--- src/rtl/trigger_conditioner.sv ---
// Synchronises and debounces a raw start input and issues a single-cycle trigger with a
// captured delay setpoint, followed by a hold-off window and a release qualification.
module trigger_conditioner #(
  parameter int unsigned SYNC_STAGES     = 2,
  parameter int unsigned DEBOUNCE_CYCLES = 16,
  parameter int unsigned HOLDOFF_CYCLES  = 256,
  parameter int unsigned CNT_W           = 9
) (
  input  logic       clk,
  input  logic       reset,
  input  logic       enable,
  input  logic       raw_in,
  input  logic [7:0] delay_sel,
  output logic       trigger,
  output logic [7:0] delay_value,
  output logic       busy,
  output logic [7:0] event_count
);

  typedef enum logic [2:0] {
    IDLE,
    QUAL,
    FIRE,
    HOLD,
    REL
  } state_t;

  localparam logic [CNT_W-1:0] DEB_LAST  = CNT_W'(DEBOUNCE_CYCLES - 1);
  localparam logic [CNT_W-1:0] HOLD_LAST = CNT_W'(HOLDOFF_CYCLES - 1);
  localparam logic [CNT_W-1:0] CNT_ONE   = CNT_W'(1);

  state_t                 state_q, state_d;
  logic [CNT_W-1:0]       cnt_q, cnt_d;
  logic [SYNC_STAGES-1:0] sync_q;
  logic                   trigger_q;
  logic [7:0]             delay_q;
  logic [7:0]             count_q;
  logic                   s_in;

  assign s_in = sync_q[SYNC_STAGES-1];

  always_comb begin
    state_d = state_q;
    cnt_d   = cnt_q;
    if (!enable) begin
      state_d = IDLE;
      cnt_d   = '0;
    end else begin
      unique case (state_q)
        IDLE: begin
          if (s_in) begin
            state_d = QUAL;
            cnt_d   = CNT_ONE;
          end else begin
            cnt_d = '0;
          end
        end
        QUAL: begin
          if (!s_in) begin
            state_d = IDLE;
            cnt_d   = '0;
          end else if (cnt_q == DEB_LAST) begin
            state_d = FIRE;
            cnt_d   = '0;
          end else begin
            cnt_d = cnt_q + CNT_ONE;
          end
        end
        FIRE: begin
          state_d = HOLD;
          cnt_d   = '0;
        end
        HOLD: begin
          if (cnt_q == HOLD_LAST) begin
            state_d = REL;
            cnt_d   = '0;
          end else begin
            cnt_d = cnt_q + CNT_ONE;
          end
        end
        REL: begin
          // Any high sample restarts the release qualification, so a held input never re-arms.
          if (s_in) begin
            cnt_d = '0;
          end else if (cnt_q == DEB_LAST) begin
            state_d = IDLE;
            cnt_d   = '0;
          end else begin
            cnt_d = cnt_q + CNT_ONE;
          end
        end
        default: begin
          state_d = IDLE;
          cnt_d   = '0;
        end
      endcase
    end
  end

  always_ff @(posedge clk) begin
    if (!reset) begin
      sync_q    <= '0;
      state_q   <= IDLE;
      cnt_q     <= '0;
      trigger_q <= 1'b0;
      delay_q   <= '0;
      count_q   <= '0;
    end else begin
      sync_q    <= {sync_q[SYNC_STAGES-2:0], raw_in};
      state_q   <= state_d;
      cnt_q     <= cnt_d;
      trigger_q <= (state_d == FIRE);
      if (state_d == FIRE) begin
        delay_q <= delay_sel;
        count_q <= count_q + 8'd1;
      end
    end
  end

  assign trigger     = trigger_q;
  assign delay_value = delay_q;
  assign busy        = (state_q != IDLE);
  assign event_count = count_q;

endmodule

--- config.mk ---
export PLATFORM = sky130hd
export DESIGN_NAME = trigger_conditioner
export DESIGN_NICKNAME = d
export VERILOG_FILES = /design/src/rtl/trigger_conditioner.sv
export SDC_FILE = /design/constraint.sdc
export NUM_CORES = 1
export LEC_CHECK = 0
export CORE_MARGIN = 5
export CORE_UTILIZATION = 45
export DETAILED_ROUTE_END_ITERATION = 12
export PLACE_DENSITY_LB_ADDON = 0.05
export SLEW_MARGIN = 20
export SYNTH_ARGS = -nofsm -noshare
export SYNTH_HDL_FRONTEND = slang
export SYNTH_SLANG_ARGS = --single-unit
--- constraint.sdc ---
create_clock -name clk -period 1.9 [get_ports clk]
set_clock_uncertainty 0.05 [all_clocks]
set_input_delay 0.285 -clock clk [delete_from_list [all_inputs] [get_ports clk]]
set_output_delay 0.285 -clock clk [all_outputs]
set_load 0.01 [all_outputs]
==> metrics.txt, run 1 <==
Hold WC Path Type flip-flop to flip-flop; Final Cycle Share 0.968; critical path class flip-flop to flip-flop; switching share of total power 0.210; Max IR drop VDD 0.000503 V; Max Slew Vio Count 0; number of max-cap violations 0; combinational power share 0.039; R2R setup slack 0.06 ns; crit path DAT 2.03 ns; Required @ worst endpoint 2.10 ns; ratio of cells with drive above 1 in the final layout 0.229; pwr dens 618 mW/mm²; crit-path max cell delay 0.33 ns; final setup violation count 0; leak pwr 0.767 nW; EDFF count, synth 0; Distinct cells, synth 33; All-Layer GR Usage 0.179; CP endpoint kind flip-flop; Clock Sinks 31; top post-synthesis cells by count dfxtp_1, nand2_1, a21oi_1; hold_buf cts 0; cells along the critical path ha_2 -> and3_4 -> nand3_1 -> inv_1 -> and3_4 -> ha_4 -> nor4bb_2 -> a21oi_1 -> o32ai_2; achievable frequency approximately 540 MHz; first-pass GRT wire length 5910 µm; IO buf count 29; post-DR wirelength/cell 13.6 µm; Seq pwr share 0.521; final hold violation count 0; initial antenna violation count 0; Synth area leaders dfxtp_1, nand2_1, a21oi_1; flops & latches, synth 31; Switch Pwr 0.000264 W; Seq/Total Area, Yosys 0.442; core area 0.00303 mm²; area of the multi-input gates about 800 µm²; Worst setup SP type flip-flop; Die X about 66 µm; top cell type's share of synthesized area 0.442; routability cong. 0.830; Yosys warning total 0; CTS tree built; Clock Latency Late Sink 0.34 ns; asr flop ratio synth 0; Congestion Overflow GR 0; CP bufs+invs 1; Synth area leader dfxtp_1; Design Area, Final approximately 0.0020 mm²; Reg area around 620 µm²; Synth Instances 159; clock tree buffer depth 2; status finished clean; critical path's top delay family simple AND/OR/NAND/NOR gates; clk root buf clkbuf_4; clock power share 0.439; TritonCTS buffer count 5; post-place setup slack -0.0786 ns; synthesized area per cell 8.84 µm²; synthesized area 0.00141 mm²; Max Fanout on Critical Path 3; area grow syn2layout 44.5%; top_reg_cell synth dfxtp_1; fillers 259; Reg clk slew, reported paths 0.10 ns; drt total wl 3450 µm; Min Clock Period, post-route around 1.8 ns; crit path max-delay cell type dfxtp_2; cell mode on critical path and3_4; Slew headroom 0.770; Final nets 225; Antenna Nets Post-Route 0; Initial DRC Count 86; Initial Util 0.464; vias per std cell 5.22; die area 0.00434 mm²; DRC errors left 0; DP Wirelength 2500 µm; htree depth 2; drt pass-1 iters 5; WHS 0.403 ns; Placed Area around 0.0019 mm²; Die Height 65.9 µm; std cell rows 20; via count 1326; IO Count 30; diode count 0; Slew @ Worst Pin 0.344 ns; vias in the first global route 1352; largest net degree at the start of global routing 13; final setup margin 0.0610 ns; Post-Syn Nets 175; internal power about 0.00099 W
final cells by class:
type                    instances  area share
multi-input cells             116       0.392
inverters                       6      0.0111
clock buffers                   6      0.0253
flip-flops and latches         31       0.307
repair buffers                 49       0.220
clock inverters                 2      0.0173
well taps                      44      0.0271
what timing repair did:
action	in CTS	in global routing
cloned	0	0
setup endpoints to repair	9	10
pin swaps	1	2
setup buffers	0	1
gates resized for setup	4	14
flip-flops by register name, summed over array words and instances, names as in the netlist:
register and count:
cnt_q 9, delay_value 8, event_count 8, state_q 3
sync_q 2, trigger 1
per-stage QoR:
| step | total power (W) | cells | util | TNS [ns] |
|---|---|---|---|---|
| 2_1_floorplan | 0.000684 | 159 | - | 0 |
| 3_3_place_gp | 0.000716 | 245 | 0.618 | 0 |
| 3_5_place_dp | 0.000717 | 245 | 0.618 | -0.400 |
| 4_1_cts | 0.00126 | 253 | 0.650 | 0 |
| 5_1_grt | 0.00130 | 254 | 0.671 | -0.0251 |
| 6_report | 0.00126 | 254 | 0.671 | 0 |
cell usage in the layout, fill, tap and decap left out, types with 3 or more instances in the layout:
cell and n:
xor2_1 4, xnor2_1 4, o211ai_1 5, nor2_1 7, dfxtp_2 3, nor2_2 5
clkbuf_4 5, and2_1 3, buf_4 19, or4_1 4, nand3b_1 3, nand2_1 31
clkdlybuf4s50_1 28, inv_1 6, nand3_1 6, a21oi_1 14, dfxtp_1 28
worst paths after layout:
check	start	to	cells past startpoint
worst max-delay path	cnt_q[0]	cnt_q[0]	9
worst min-delay path	sync_q[0]	sync_q[1]	1
worst max register to register	cnt_q[0]	cnt_q[0]	9
worst min register to register	sync_q[0]	sync_q[1]	1
worst reg2reg max path: cells and delay by family (launching register included):
family	cells	cell delay, ns
buf+inv	1	0.06
flops	1	0.33
fa+ha+maj	2	0.35
compound gates	2	0.21
simple gates	4	0.75
power groups by stage:
stage                     sequential, W  combinational [W]  clock (W)
final                          0.000654          0.0000495   0.000552
after global routing           0.000655          0.0000537   0.000593
after floorplan                0.000669          0.0000149          0
after CTS                      0.000654          0.0000483   0.000561
after detailed placement       0.000669          0.0000476          0
after global placement         0.000669          0.0000468          0
logic make-up after synthesis:
group	after synthesis	synth area share
compound gates	25	0.116
xor+xnor	8	0.0499
fa+ha+maj	4	0.0356
buf+inv	12	0.0321
flops	31	0.442
simple gates	79	0.325
layer usage:
layer	vias up	global-route usage	share of wire
li1	666	-	-
met1	621	0.201	0.43
met2	32	0.299	0.49
met3	7	0.0629	0.060
met4	0	0.0855	0.019
met5	-	0	0
No activity file was read; power rests on OpenSTA's default activity.
==> run 2: changes to the inputs <==
Settings changed: MAX_ROUTING_LAYER from default to met4, TNS_END_PERCENT from default to 100.
==> metrics.txt, run 2 (synthesis gave the netlist of run 1 again) <==
critical path class flip-flop to flip-flop; crit path DAT 2.04 ns (about the same); hold_buf cts 0 (unchanged); switching share of total power 0.209 (-0.00114); diode count 0 (unchanged); post-DR wirelength/cell 13.6 µm (-0.12%); Seq pwr share 0.522 (about the same); most common cell after layout, fill and taps aside nand2_1; htree depth 2 (unchanged); area grow syn2layout 44.5% (unchanged); Hold Path Origin sync_q[0]; Clock Latency Late Sink 0.34 ns (about the same); met1 Resource Use GR 0.208 (+0.00732); met3 Use GR 0.0510 (-0.0119); DP Wirelength 2500 µm (unchanged); Clock Sinks 31 (unchanged); combinational power share 0.039 (about the same); status finished clean; DRC errors left 0 (unchanged); cells along the critical path ha_2 -> and3_4 -> nand3_1 -> inv_1 -> and3_4 -> ha_4 -> nor4bb_2 -> a21oi_1 -> o32ai_2; vias per std cell 5.20 (-0.30%); TritonCTS buffer count 5 (unchanged); GR Layer Usage met2 0.299 (unchanged); placed cells 245 (unchanged); TNS Setup 0 ns (unchanged); vias in the first global route 1349 (-0.22%); final setup violation count 0 (unchanged); All-Layer GR Usage 0.184 (+0.00472); largest net degree at the start of global routing 13 (unchanged); Hold WC Path Type flip-flop to flip-flop; initial antenna violation count 0 (unchanged); Initial DRC Count 96 (+12%); R2R setup slack 0.06 ns (about the same); CP endpoint kind flip-flop; reg2reg path depth 9 (unchanged); crit-path max cell delay 0.33 ns (about the same); achievable frequency 544 MHz (about the same); R2R Path Start cnt_q[0]; Required @ worst endpoint 2.10 ns (about the same); number of max-cap violations 0 (unchanged); IO buf count 29 (unchanged); Initial Util 0.464 (unchanged); Reg clk slew, reported paths 0.10 ns (about the same); Design Area, Final 0.00203 mm² (unchanged); cell mode on critical path and3_4; die area 0.00434 mm² (unchanged); core area 0.00303 mm² (unchanged); internal power 0.000992 W (about the same); pwr dens 617 mW/mm² (-0.15%); Slew @ Worst Pin 0.344 ns (-0.000000238 ns); clk root buf clkbuf_4; Slew headroom 0.770 (unchanged); Min Clock Period, post-route 1.84 ns (+0.000599 ns); Worst setup SP type flip-flop; post-place setup slack -0.0786 ns (unchanged); number of flip-flops in the largest register 9 (unchanged); Max Fanout on Critical Path 3 (unchanged); final setup margin 0.0604 ns (-0.000599 ns); final core utilization 0.671 (unchanged); Congestion Overflow GR 0 (unchanged); Antenna Nets Post-Route 0 (unchanged); Final nets 225 (unchanged); leak pwr 0.767 nW (unchanged); first-pass GRT wire length 5910 µm (+0.12%); Die Height 65.9 µm (unchanged); fin cells 254 (unchanged); Final Cycle Share 0.968 (about the same); reg-to-reg critical path endpoint cnt_q[0]; hold path endpoint sync_q[1]; clock power share 0.439 (about the same); drt total wl 3450 µm (-0.12%); GRT busiest layer met2; Max IR drop VDD 0.000499 V (-0.76%); crit path max-delay cell type dfxtp_2; most flop-heavy register cnt_q; ratio of cells with drive above 1 in the final layout 0.229 (unchanged); Placed Area 0.00187 mm² (unchanged); CTS tree built; via count 1322 (-0.30%); Hold Crit Depth 1 (unchanged); std cell rows 20 (unchanged); most frequent cells in the layout nand2_1, dfxtp_1, clkdlybuf4s50_1; final hold violation count 0 (unchanged); routability cong. 0.842 (+1.5%); Max Slew Vio Count 0 (unchanged); clock tree buffer depth 2 (unchanged); drt pass-1 iters 5 (unchanged); Switch Pwr 0.000262 W (-0.69%); Die X 65.9 µm (unchanged); IO Count 30 (unchanged)
run 2: cell counts in the layout (fill, tap and decap cells not counted):
No cell type changed its count.
run 2: power by group through the flow:
| stage | logic, W | registers [W] | clock network (W) |
|---|---|---|---|
| 2_1_floorplan | 0.0000149 | 0.000669 | 0 |
| 3_3_place_gp | 0.0000468 | 0.000669 | 0 |
| 3_5_place_dp | 0.0000476 | 0.000669 | 0 |
| 4_1_cts | 0.0000483 | 0.000654 | 0.000561 |
| 5_1_grt | 0.0000537 | 0.000655 | 0.000593 |
| 6_report | 0.0000494 | 0.000654 | 0.000550 |
run 2: final cells by class:
type | instances | area, µm²
multi-input combinational | 116 | 796
sequential | 31 | 624
clock buffer | 6 | 51.3
timing repair buffer | 49 | 447
inverter | 6 | 22.5
clock inverter | 2 | 35.0
tap | 44 | 55.1
fill | 259 | 997
run 2: repair_timing:
item / 4_1_cts / 5_1_grt
buffers inserted: 0 / 1
resized for setup: 4 / 14
pin swaps: 1 / 2
endpoints found under the setup margin: 9 / 10
run 2: worst max-delay path by stage:
stage | startpoint | end | slack (ns) | depth (start not counted)
final | cnt_q[0] | cnt_q[0] | 0.06 | 9
after global routing | cnt_q[0] | cnt_q[0] | -0.02 | 9
after CTS | cnt_q[0] | cnt_q[7] | 0.007 | 10
after detailed placement | cnt_q[0] | cnt_q[7] | -0.08 | 10
after global placement | enable | event_count[5] | 0.05 | 6
after floorplan | cnt_q[0] | cnt_q[2] | 0.04 | 9
run 2: critical path: cells and delay by family, from the launching register on:
family                   cells  cell delay (ns)
AO/OA/AOI/OAI                2             0.20
adder cells (fa/ha/maj)      2             0.35
buffers and inverters        1             0.06
flip-flops                   1             0.33
AND/OR/NAND/NOR              4             0.75
run 2: per-stage QoR:
stage	total power (W)	hold WS, ns
after floorplan	0.000684	0.362
after global placement	0.000716	0.365
after detailed placement	0.000717	0.380
after CTS	0.00126	0.408
after global routing	0.00130	0.427
final	0.00125	0.404
run 2: per-layer routing:
layer / wire length [µm] / share of wire
met2: 1690 / 0.49
met4: 67 / 0.019
met3: 175 / 0.051
met5: 0 / 0
met1: 1510 / 0.44
